==> src/rtl/db_req_arb_pkg.sv <==
// db_req_arb_pkg: shared constants for the db_cont request arbiter.
// Op/flag encodings and arbiter FSM states.
package db_req_arb_pkg;

  localparam logic SET_REQ = 1'b1;
  localparam logic GET_REQ = 1'b0;

  typedef enum logic [3:0] {
    FLAG_IDLE    = 4'b0001,
    FLAG_SUSPECT = 4'b0010,
    FLAG_ARREST  = 4'b0100,
    FLAG_EXPIRE  = 4'b1000
  } flag_e;

  typedef enum logic [1:0] {
    ST_IDLE,
    ST_ISSUE,
    ST_WAIT,
    ST_RESP
  } arb_st_e;

endpackage

==> src/rtl/db_req_arb_if.sv <==
// db_req_arb_if: requester and engine bundle for db_req_arb.
// slave = arbiter side, master = requesters plus engine side.
interface db_req_arb_if #(
  parameter int NREQ      = 2,
  parameter int HASH_SIZE = 32,
  parameter int KEY_SIZE  = 96,
  parameter int VAL_SIZE  = 32
);

  logic [NREQ-1:0]           req_valid;
  logic [NREQ-1:0]           req_ready;
  logic [4*NREQ-1:0]         req_op;
  logic [HASH_SIZE*NREQ-1:0] req_hash;
  logic [KEY_SIZE*NREQ-1:0]  req_key;
  logic [VAL_SIZE*NREQ-1:0]  req_value;
  logic [NREQ-1:0]           rsp_valid;
  logic                      rsp_hit;
  logic [3:0]                rsp_flag;
  logic                      db_in_valid;
  logic [3:0]                db_in_op;
  logic [HASH_SIZE-1:0]      db_in_hash;
  logic [KEY_SIZE-1:0]       db_in_key;
  logic [VAL_SIZE-1:0]       db_in_value;
  logic                      db_out_valid;
  logic [3:0]                db_out_flag;
  logic                      busy;

  modport slave (
    input  req_valid, req_op, req_hash,
    input  req_key, req_value,
    input  db_out_valid, db_out_flag,
    output req_ready, rsp_valid,
    output rsp_hit, rsp_flag,
    output db_in_valid, db_in_op,
    output db_in_hash, db_in_key,
    output db_in_value, busy
  );

  modport master (
    output req_valid, req_op, req_hash,
    output req_key, req_value,
    output db_out_valid, db_out_flag,
    input  req_ready, rsp_valid,
    input  rsp_hit, rsp_flag,
    input  db_in_valid, db_in_op,
    input  db_in_hash, db_in_key,
    input  db_in_value, busy
  );

endinterface

==> src/rtl/db_req_arb_rr_pick.sv <==
// rr_pick: combinational round-robin priority picker.
// i_req/i_last in; o_gnt one-hot, o_idx index, o_any.
module rr_pick #(
  parameter int N  = 2,
  parameter int IW = (N > 1) ? $clog2(N) : 1
) (
  input  logic [N-1:0]  i_req,
  input  logic [IW-1:0] i_last,
  output logic [N-1:0]  o_gnt,
  output logic [IW-1:0] o_idx,
  output logic          o_any
);

  logic [N-1:0] w_hi;
  logic [N-1:0] w_sel;

  // Requests above the last winner take priority;
  // otherwise wrap to the lowest request overall.
  always_comb begin
    w_hi = '0;
    for (int i = 0; i < N; i++)
      w_hi[i] = i_req[i] && (i > int'(i_last));
  end

  assign w_sel = (|w_hi) ? w_hi : i_req;

  always_comb begin
    o_idx = '0;
    for (int i = N - 1; i >= 0; i--)
      if (w_sel[i]) o_idx = IW'(i);
  end

  assign o_any = |i_req;
  assign o_gnt = o_any ? (N'(1) << o_idx) : '0;

endmodule

==> src/rtl/db_req_arb.sv <==
// db_req_arb: round-robin share of one db_cont engine.
// clk, rst_n; bus = requesters + engine (db_req_arb_if.slave).
module db_req_arb
  import db_req_arb_pkg::*;
#(
  parameter int NREQ      = 2,
  parameter int HASH_SIZE = 32,
  parameter int KEY_SIZE  = 96,
  parameter int VAL_SIZE  = 32,
  parameter int HOLD_CYC  = 6
) (
  input logic        clk,
  input logic        rst_n,
  db_req_arb_if.slave bus
);

  localparam int IW = $clog2(NREQ);
  localparam int CW = $clog2(HOLD_CYC) + 1;

  arb_st_e               r_state;
  logic [IW-1:0]         r_last;
  logic [IW-1:0]         r_gidx;
  logic [CW-1:0]         r_cnt;
  logic                  r_hit;
  logic [3:0]            r_flag;
  logic                  r_in_valid;
  logic [3:0]            r_op;
  logic [HASH_SIZE-1:0]  r_hash;
  logic [KEY_SIZE-1:0]   r_key;
  logic [VAL_SIZE-1:0]   r_val;
  logic [NREQ-1:0]       r_rsp_valid;
  logic                  r_rsp_hit;
  logic [3:0]            r_rsp_flag;

  logic [NREQ-1:0]       w_gnt;
  logic [IW-1:0]         w_gidx;
  logic                  w_any;
  logic                  w_take;
  logic                  w_hit_nxt;
  logic [3:0]            w_flag_nxt;
  logic [3:0]            w_op;
  logic [HASH_SIZE-1:0]  w_hash;
  logic [KEY_SIZE-1:0]   w_key;
  logic [VAL_SIZE-1:0]   w_val;

  rr_pick #(
    .N  (NREQ),
    .IW (IW)
  ) u_pick (
    .i_req  (bus.req_valid),
    .i_last (r_last),
    .o_gnt  (w_gnt),
    .o_idx  (w_gidx),
    .o_any  (w_any)
  );

  assign w_take = (r_state == ST_IDLE) && w_any;

  // rst_n gate keeps ready low while reset is held.
  assign bus.req_ready =
    (w_take && rst_n) ? w_gnt : '0;

  always_comb begin
    w_op   = '0;
    w_hash = '0;
    w_key  = '0;
    w_val  = '0;
    for (int i = 0; i < NREQ; i++) begin
      if (w_gidx == IW'(i)) begin
        w_op   = bus.req_op[i*4 +: 4];
        w_hash = bus.req_hash[i*HASH_SIZE +: HASH_SIZE];
        w_key  = bus.req_key[i*KEY_SIZE +: KEY_SIZE];
        w_val  = bus.req_value[i*VAL_SIZE +: VAL_SIZE];
      end
    end
  end

  // Only the first engine strobe of a window counts.
  assign w_hit_nxt  = r_hit | bus.db_out_valid;
  assign w_flag_nxt = (r_hit || !bus.db_out_valid) ?
                      r_flag : bus.db_out_flag;

  always_ff @(posedge clk or negedge rst_n) begin
    if (!rst_n) begin
      r_state     <= ST_IDLE;
      r_last      <= IW'(NREQ - 1);
      r_gidx      <= '0;
      r_cnt       <= '0;
      r_hit       <= 1'b0;
      r_flag      <= '0;
      r_in_valid  <= 1'b0;
      r_op        <= '0;
      r_hash      <= '0;
      r_key       <= '0;
      r_val       <= '0;
      r_rsp_valid <= '0;
      r_rsp_hit   <= 1'b0;
      r_rsp_flag  <= '0;
    end else begin
      r_in_valid  <= 1'b0;
      r_rsp_valid <= '0;
      unique case (r_state)
        ST_IDLE: begin
          if (w_take) begin
            r_op       <= w_op;
            r_hash     <= w_hash;
            r_key      <= w_key;
            r_val      <= w_val;
            r_gidx     <= w_gidx;
            r_in_valid <= 1'b1;
            r_state    <= ST_ISSUE;
          end
        end
        ST_ISSUE: begin
          r_cnt   <= '0;
          r_hit   <= 1'b0;
          r_flag  <= '0;
          r_state <= ST_WAIT;
        end
        ST_WAIT: begin
          r_hit  <= w_hit_nxt;
          r_flag <= w_flag_nxt;
          r_cnt  <= r_cnt + CW'(1);
          if (r_cnt == CW'(HOLD_CYC - 1)) begin
            r_rsp_valid <= NREQ'(1) << r_gidx;
            r_rsp_hit   <= w_hit_nxt;
            r_rsp_flag  <= w_flag_nxt;
            r_state     <= ST_RESP;
          end
        end
        ST_RESP: begin
          r_last  <= r_gidx;
          r_state <= ST_IDLE;
        end
        default: r_state <= ST_IDLE;
      endcase
    end
  end

  assign bus.db_in_valid = r_in_valid;
  assign bus.db_in_op    = r_op;
  assign bus.db_in_hash  = r_hash;
  assign bus.db_in_key   = r_key;
  assign bus.db_in_value = r_val;
  assign bus.rsp_valid   = r_rsp_valid;
  assign bus.rsp_hit     = r_rsp_hit;
  assign bus.rsp_flag    = r_rsp_flag;
  assign bus.busy        = (r_state != ST_IDLE);

endmodule

==> src/flat_wrapper.sv <==
// flat-port wrapper written by rule: the top's interface ports become plain ports
module db_req_arb_flat import db_req_arb_pkg::*;
#(
  parameter int NREQ      = 2,
  parameter int HASH_SIZE = 32,
  parameter int KEY_SIZE  = 96,
  parameter int VAL_SIZE  = 32,
  parameter int HOLD_CYC  = 6
)
  (clk, rst_n, bus_req_valid, bus_req_op, bus_req_hash, bus_req_key, bus_req_value, bus_db_out_valid, bus_db_out_flag, bus_req_ready, bus_rsp_valid, bus_rsp_hit, bus_rsp_flag, bus_db_in_valid, bus_db_in_op, bus_db_in_hash, bus_db_in_key, bus_db_in_value, bus_busy);
  db_req_arb_if #(.NREQ(NREQ), .HASH_SIZE(HASH_SIZE), .KEY_SIZE(KEY_SIZE), .VAL_SIZE(VAL_SIZE)) bus_i ();
  input logic clk;
  input logic rst_n;
  input wire logic [$bits(bus_i.req_valid)-1:0] bus_req_valid;
  input wire logic [$bits(bus_i.req_op)-1:0] bus_req_op;
  input wire logic [$bits(bus_i.req_hash)-1:0] bus_req_hash;
  input wire logic [$bits(bus_i.req_key)-1:0] bus_req_key;
  input wire logic [$bits(bus_i.req_value)-1:0] bus_req_value;
  input wire logic [$bits(bus_i.db_out_valid)-1:0] bus_db_out_valid;
  input wire logic [$bits(bus_i.db_out_flag)-1:0] bus_db_out_flag;
  output wire logic [$bits(bus_i.req_ready)-1:0] bus_req_ready;
  output wire logic [$bits(bus_i.rsp_valid)-1:0] bus_rsp_valid;
  output wire logic [$bits(bus_i.rsp_hit)-1:0] bus_rsp_hit;
  output wire logic [$bits(bus_i.rsp_flag)-1:0] bus_rsp_flag;
  output wire logic [$bits(bus_i.db_in_valid)-1:0] bus_db_in_valid;
  output wire logic [$bits(bus_i.db_in_op)-1:0] bus_db_in_op;
  output wire logic [$bits(bus_i.db_in_hash)-1:0] bus_db_in_hash;
  output wire logic [$bits(bus_i.db_in_key)-1:0] bus_db_in_key;
  output wire logic [$bits(bus_i.db_in_value)-1:0] bus_db_in_value;
  output wire logic [$bits(bus_i.busy)-1:0] bus_busy;
  assign bus_i.req_valid = bus_req_valid;
  assign bus_i.req_op = bus_req_op;
  assign bus_i.req_hash = bus_req_hash;
  assign bus_i.req_key = bus_req_key;
  assign bus_i.req_value = bus_req_value;
  assign bus_i.db_out_valid = bus_db_out_valid;
  assign bus_i.db_out_flag = bus_db_out_flag;
  assign bus_req_ready = bus_i.req_ready;
  assign bus_rsp_valid = bus_i.rsp_valid;
  assign bus_rsp_hit = bus_i.rsp_hit;
  assign bus_rsp_flag = bus_i.rsp_flag;
  assign bus_db_in_valid = bus_i.db_in_valid;
  assign bus_db_in_op = bus_i.db_in_op;
  assign bus_db_in_hash = bus_i.db_in_hash;
  assign bus_db_in_key = bus_i.db_in_key;
  assign bus_db_in_value = bus_i.db_in_value;
  assign bus_busy = bus_i.busy;
  db_req_arb #(.NREQ(NREQ), .HASH_SIZE(HASH_SIZE), .KEY_SIZE(KEY_SIZE), .VAL_SIZE(VAL_SIZE), .HOLD_CYC(HOLD_CYC)) u_core (.clk(clk), .rst_n(rst_n), .bus(bus_i));
endmodule
==> config.mk <==
export PLATFORM = sky130hd
export DESIGN_NAME = db_req_arb_flat
export DESIGN_NICKNAME = d
export VERILOG_FILES = /design/src/rtl/db_req_arb_pkg.sv /design/src/rtl/db_req_arb_if.sv /design/src/rtl/db_req_arb_rr_pick.sv /design/src/rtl/db_req_arb.sv /design/src/flat_wrapper.sv
export SDC_FILE = /design/constraint.sdc
export NUM_CORES = 1
export LEC_CHECK = 0
export BUFFER_PORTS_ARGS = -buffer_cell sky130_fd_sc_hd__buf_2
export CORE_AREA = 2 2 199 201
export DETAILED_ROUTE_END_ITERATION = 7
export DIE_AREA = 0 0 201 203
export SYNTH_ARGS = -nofsm -noshare
export SYNTH_HDL_FRONTEND = slang
export SYNTH_SLANG_ARGS = --single-unit
==> constraint.sdc <==
create_clock -name clk -period 1.7 [get_ports clk]
set_input_delay 0.085 -clock clk [delete_from_list [all_inputs] [get_ports clk]]
set_output_delay 0.085 -clock clk [all_outputs]
set_load 0.02 [all_outputs]
# Word level (Yosys, flattened, before mapping)
# Cells that the tools add are included.
# totals
word_cells,57
out_inout_bits,175
ff_bits,185
in_bits,337
# classes
n_shift,2
add_sub_neg,1
n_lt_le_gt_ge,1
muxes,20
eq_ne,6
n_bitwise,1
n_reduce_logical,12
# ops
operator,count
$mux 96,1
$mux 32,2
$pmux 4 s2,2
$mux 2,7
$mux 4,2
$pmux 2 s4,1
$reduce_and 2->1,3
$add 4x1->4 const B,1
$eq 2x2->1 const B,2
$eq 4x3->1 const B,1
$mux 1,4
$ne 2x1->1 const B,2
$reduce_bool 2->1,2
$shl 1x1->2 const A,2
$logic_and 1x1->1,3
$eq 2x1->1 const B,1
$logic_not 2->1,1
$pmux 1 s2,1
$reduce_or 2->1,1
$gt 1x1->1 const A,1
$logic_not 1->1,1
$logic_or 1x1->1,1
$or 1x1->1,1

# Logic depth before layout (Yosys ltp)
# logic_depth
depth_word,8
depth_mapped,8
depth_no_buf,6

# By module
# A second synthesis with hierarchy kept.
# hier_totals
cells_unflattened,815
area_unflattened_um2,8648.3
# modules_own_cells
mod,cells_per_inst,n_inst,seq_area_each_um2,area_each_um2
db_req_arb,810,1,4630.7,8615.8
rr_pick,5,1,0.0,32.5

# Worst setup path before layout
# Ideal clock, no wire load.
# synth_timing
path_kind,reg2reg
startpoint,register u_core.r_state[0]
endpoint,register u_core.r_key[40] (netlist: u_core.bus.db_in_key[40])
path_buffers,2
arrival_ns,1.304
path_stages_with_launch,9
t_required_ns,1.623
path_slack_ns,0.318
synth_period_minus_slack_ns,1.382
setup_ns,0.077
cell_sequence,dfrtp_1 -> inv_1 -> ha_1 -> o21ai_2 -> inv_2 -> buf_2 -> buf_2 -> nor2_1 -> a21oi_1
# synth_via
elab_chain_len,3
# synth_lines
item,line,rtl
from (decl),db_req_arb.sv:20,arb_st_e r_state;
from (signal assigned),db_req_arb.sv:85,r_state <= ST_IDLE;
from (signal assigned),db_req_arb.sv:111,r_state <= ST_ISSUE;
from (signal assigned),db_req_arb.sv:118,r_state <= ST_WAIT;
$logic_not 2->1 (*),"db_req_arb.sv:57, db_req_arb.sv:102",
$logic_and 1x1->1,db_req_arb.sv:57,assign w_take = (r_state == ST_IDLE) && w_any;
$reduce_and 2->1 (no source line) (*),--,
to (signal assigned),db_req_arb.sv:107,r_key <= w_key;
to (decl),db_req_arb.sv:29,logic [KEY_SIZE-1:0] r_key;
# Every way passes the cells marked *; elsewhere a longest branch is shown, timed or not.
# A chain may end at the register's enable or synchronous reset.

# Final worst setup path
# layout_timing
startpoint,register u_core.r_state[1]
endpoint,register u_core.r_key[0] (netlist: u_core.bus.db_in_key[0])
# Same word-level chain as after synthesis.

==> results.py <==
metrics = {
    "status": {
        "outcome": "completed",
    },
    "worst_setup_path": {
        "critPathBufInv": 3,
        "worst-path-max-fanout": 25,
        "slowest_stage": "dfrtp_1",
        "path_class": "register to register",
        "crit_chain": "inv_2 -> ha_4 -> o21ai_4 -> buf_12 -> buf_12 -> a21oi_1 -> a21oi_1",
        "cp_top_family": "compound AO/OA/AOI/OAI gates",
        "startpoint_type": "register",
        "required_ns": 2.01,
        "endpoint_kind": "register",
        "max_stage_delay_ns": 0.39,
        "worstPathArrival_ns": 1.97,
    },
    "cells_and_area": {
        "area_delta_synth_final_pct": 89.7,
        "layout.cells.non_filler": 2382,
        "num-fill-cells": 3580,
        "register_area_um2": 4630,
        "design.final.nets": 2193,
        "drive_above_1_share_pct": 33.5,
        "multi_input_area_um2": 3360,
        "final_cell_area_um2": 16000,
    },
    "grt": {
        "grt_max_degree": 88,
        "grt_pass1_vias": 11600,
        "antenna_found_initial": 2,
        "grt_first_pass_wirelength_um": 59800,
        "grt_overflow": 0,
        "track_usage_pct": 18.5,
    },
    "sta": {
        "clock_skew_ns": 0.0159,
        "min_period_ns": 1.65,
        "fin_ws_ns": 0.0450,
        "hold_viol": 0,
        "fin_crit_sh_pct": 97.4,
        "setup_violations": 0,
        "slew_violations": 0,
        "fmax_mhz": 604,
        "tightestPinTransition_ns": 0.543,
        "max_slew_margin_pct": 63.8,
        "grt_setup_unrepaired": "true",
    },
    "placement": {
        "globalplace.congestion": 0.903,
        "portBuffers": 511,
        "placedCellCount": 2009,
        "placed_area_um2": 12000,
        "dpl.hpwl_um": 25200,
        "place_ws_ns": -0.0881,
    },
    "synthesis": {
        "synth_warnings": 0,
        "synth_compound_area_share_pct": 21.2,
        "muxShareOfSynthArea_pct": 0.846,
        "synth-simple-area-share_pct": 16.4,
        "ys_seq_elements": 185,
        "synth_cells": 993,
        "synth_cell_types": 32,
        "avgSynthCellArea_um2": 8.49,
        "synth-xor-area-share_pct": 0,
        "synth_nets": 1336,
        "yosysSeqAreaShare_pct": 54.9,
        "synthesis.area_um2": 8430,
        "synth_fa_ha_area_share_pct": 0.890,
        "synth_top_family_by_area": "compound AO/OA/AOI/OAI gates",
    },
    "routing": {
        "postRouteAntennaNets": 0,
        "drc": 0,
        "avgRoutedWirePerCell_um": 16.4,
        "drt-pass1-iter-count": 5,
        "drt_iter0_drc": 662,
        "viasPerCell": 4.61,
        "route.vias.total": 11000,
        "drt-total-wl_um": 39100,
    },
    "clocking": {
        "clk_path_buf_depth": 2,
        "cts_tree": "done",
        "numCtsBuffers": 17,
        "clk_pin_slew_worst_paths_ns": 0.07,
        "cts.sinks": 185,
        "root_buffer": "clkbuf_16",
        "insertion_delay_ns": 0.45,
        "htree_levels": 4,
    },
    "power_and_ir_drop": {
        "cellLeakagePower_uw": 0.00771,
        "power_uw": 25100,
        "vdd.ir_drop.worst_mv": 0.967,
        "power_density_nw_per_um2": 1570,
    },
    "floorplan": {
        "rows": 72,
        "core-area_um2": 38500,
        "fp.dieH_um": 203,
        "start_util_pct": 21.9,
        "die_w_um": 201,
        "die_area_um2": 40800,
        "io_pins": 512,
    },
    "min_path": {
        "min_path_type": "input pin to register",
    },
    "flow_run": {
        "drv_cap": 0,
    },
}
==> cells by family (layout without fill, tap and decap cells) <==
family,Yosys count,count (layout)
other,0,1
buffers and inverters,88,958
AND/OR/NAND/NOR,358,358
adder cells (fa/ha/maj),6,6
multiplexers,7,7
AO/OA/AOI/OAI,349,349
flip-flops,185,185
==> synthesized netlist by cell type <==
cell type  count  area, um2
nand4b_1       1       8.76
o32a_1         1       10.0
o21ai_0        7       35.0
nor3_1         1       5.00
buf_4         12       90.1
a21boi_2       1       11.3
inv_1         11       41.3
nand2b_1       2       12.5
o22ai_1        1       6.26
and3_1         3       18.8
nor3b_1        1       7.51
o221ai_1       4       35.0
or3_1          1       6.26
a21bo_2        1       10.0
buf_2         50        250
mux2_2         1       11.3
nand3b_1       1       7.51
dfrtp_1      184       4600
dfstp_2        1       26.3
mux2i_1        6       60.1
inv_2          1       3.75
a211o_1        1       8.76
o21ai_2        1       8.76
buf_6          6       67.6
nor2_1       167        627
nand3_1        5       25.0
o2bb2ai_1      1       8.76
nand2_1      175        657
clkbuf_1       8       30.0
a21oi_1      331       1660
ha_1           6       75.1
nor2b_1        1       6.26
==> layout make-up <==
type | count | area share (%)
multi-input cells | 720 | 21.0
repair buffers | 914 | 41.9
clock inverters | 10 | 0.727
diodes | 1 | 0.0156
well taps | 518 | 4.05
flip-flops and latches | 185 | 28.9
inverters | 12 | 0.313
clock buffers | 22 | 3.03
==> layer usage <==
layer	track usage, %	part of all wire [%]	up-vias	wire, um
li1	-	-	5036	-
met1	19.9	37	5099	14400
met2	31.9	50	674	19500
met3	5.63	8.1	164	3170
met4	11.4	5.1	0	2010
met5	0	0	-	0
==> cell usage in the layout (no fill, tap or decap), types with 6 or more instances in the layout <==
cell           count
nand2_1          175
a21oi_1          330
mux2i_1            6
o21ai_0            7
dfrtp_1          184
buf_4             50
buf_12            20
nor2_1           167
dlygate4sd3_1    332
inv_1              9
buf_2            509
clkbuf_16         17
==> tightest hold or removal path, cell delays in order <==
cell and delay [ns]:
buf_2 0.10, a21oi_1 0.11, a21oi_1 0.15
==> path summary, 6_finish.rpt <==
path	start	to	slack (ns)	cells past startpoint
setup / recovery	u_core.r_state[1]	u_core.bus.db_in_key[0]	0.05	7
hold / removal	bus_req_key[97]	u_core.bus.db_in_key[1]	0.05	3
setup reg to reg	u_core.r_state[1]	u_core.bus.db_in_key[0]	0.05	7
hold reg to reg	u_core.bus.rsp_flag[1]	u_core.bus.rsp_flag[1]	0.48	2
max in group asynchronous	rst_n	u_core.bus.db_in_hash[6]	0.97	3
min in group asynchronous	rst_n	u_core.bus.db_in_key[69]	0.26	3
==> timing repair <==
action | CTS | global route
endpoints found under the hold margin | 358 | 0
setup endpoints to repair | 4 | 2
hold buffers | 332 | 0
cloned | 1 | 0
pin swaps | 2 | 0
gates resized for setup | 6 | 2
setup buffers | 5 | 2
==> per-stage QoR <==
stage / util [%] / TNS (ns) / hold WS (ns)
floorplan: - / 0 / -0.211
global placement: 31.1 / -0.0319 / 0.187
detailed placement: 31.1 / -0.106 / 0.197
CTS: 41.5 / 0 / 0.00233
global route: 41.6 / -0.00545 / 0.0237
finish: 41.6 / 0 / 0.0478
==> state kept, by name (all words and copies together) (netlist names), 4 cells and up <==
signal and flops:
u_core.bus.db_in_hash 32, u_core.bus.db_in_key 96, u_core.bus.db_in_op 4, u_core.bus.db_in_value 32, u_core.bus.rsp_flag 4, u_core.r_cnt 4, u_core.r_flag 4
==> report_power, final <==
| part | switching, uW | total (uW) | leakage [uW] | internal, uW |
|---|---|---|---|---|
| Combinational | 8050 | 13200 | 0.00532 | 5130 |
| Sequential | 1280 | 7850 | 0.00209 | 6570 |
| Clock | 1770 | 4090 | 0.000292 | 2320 |
No activity file was read; power rests on OpenSTA's default activity.
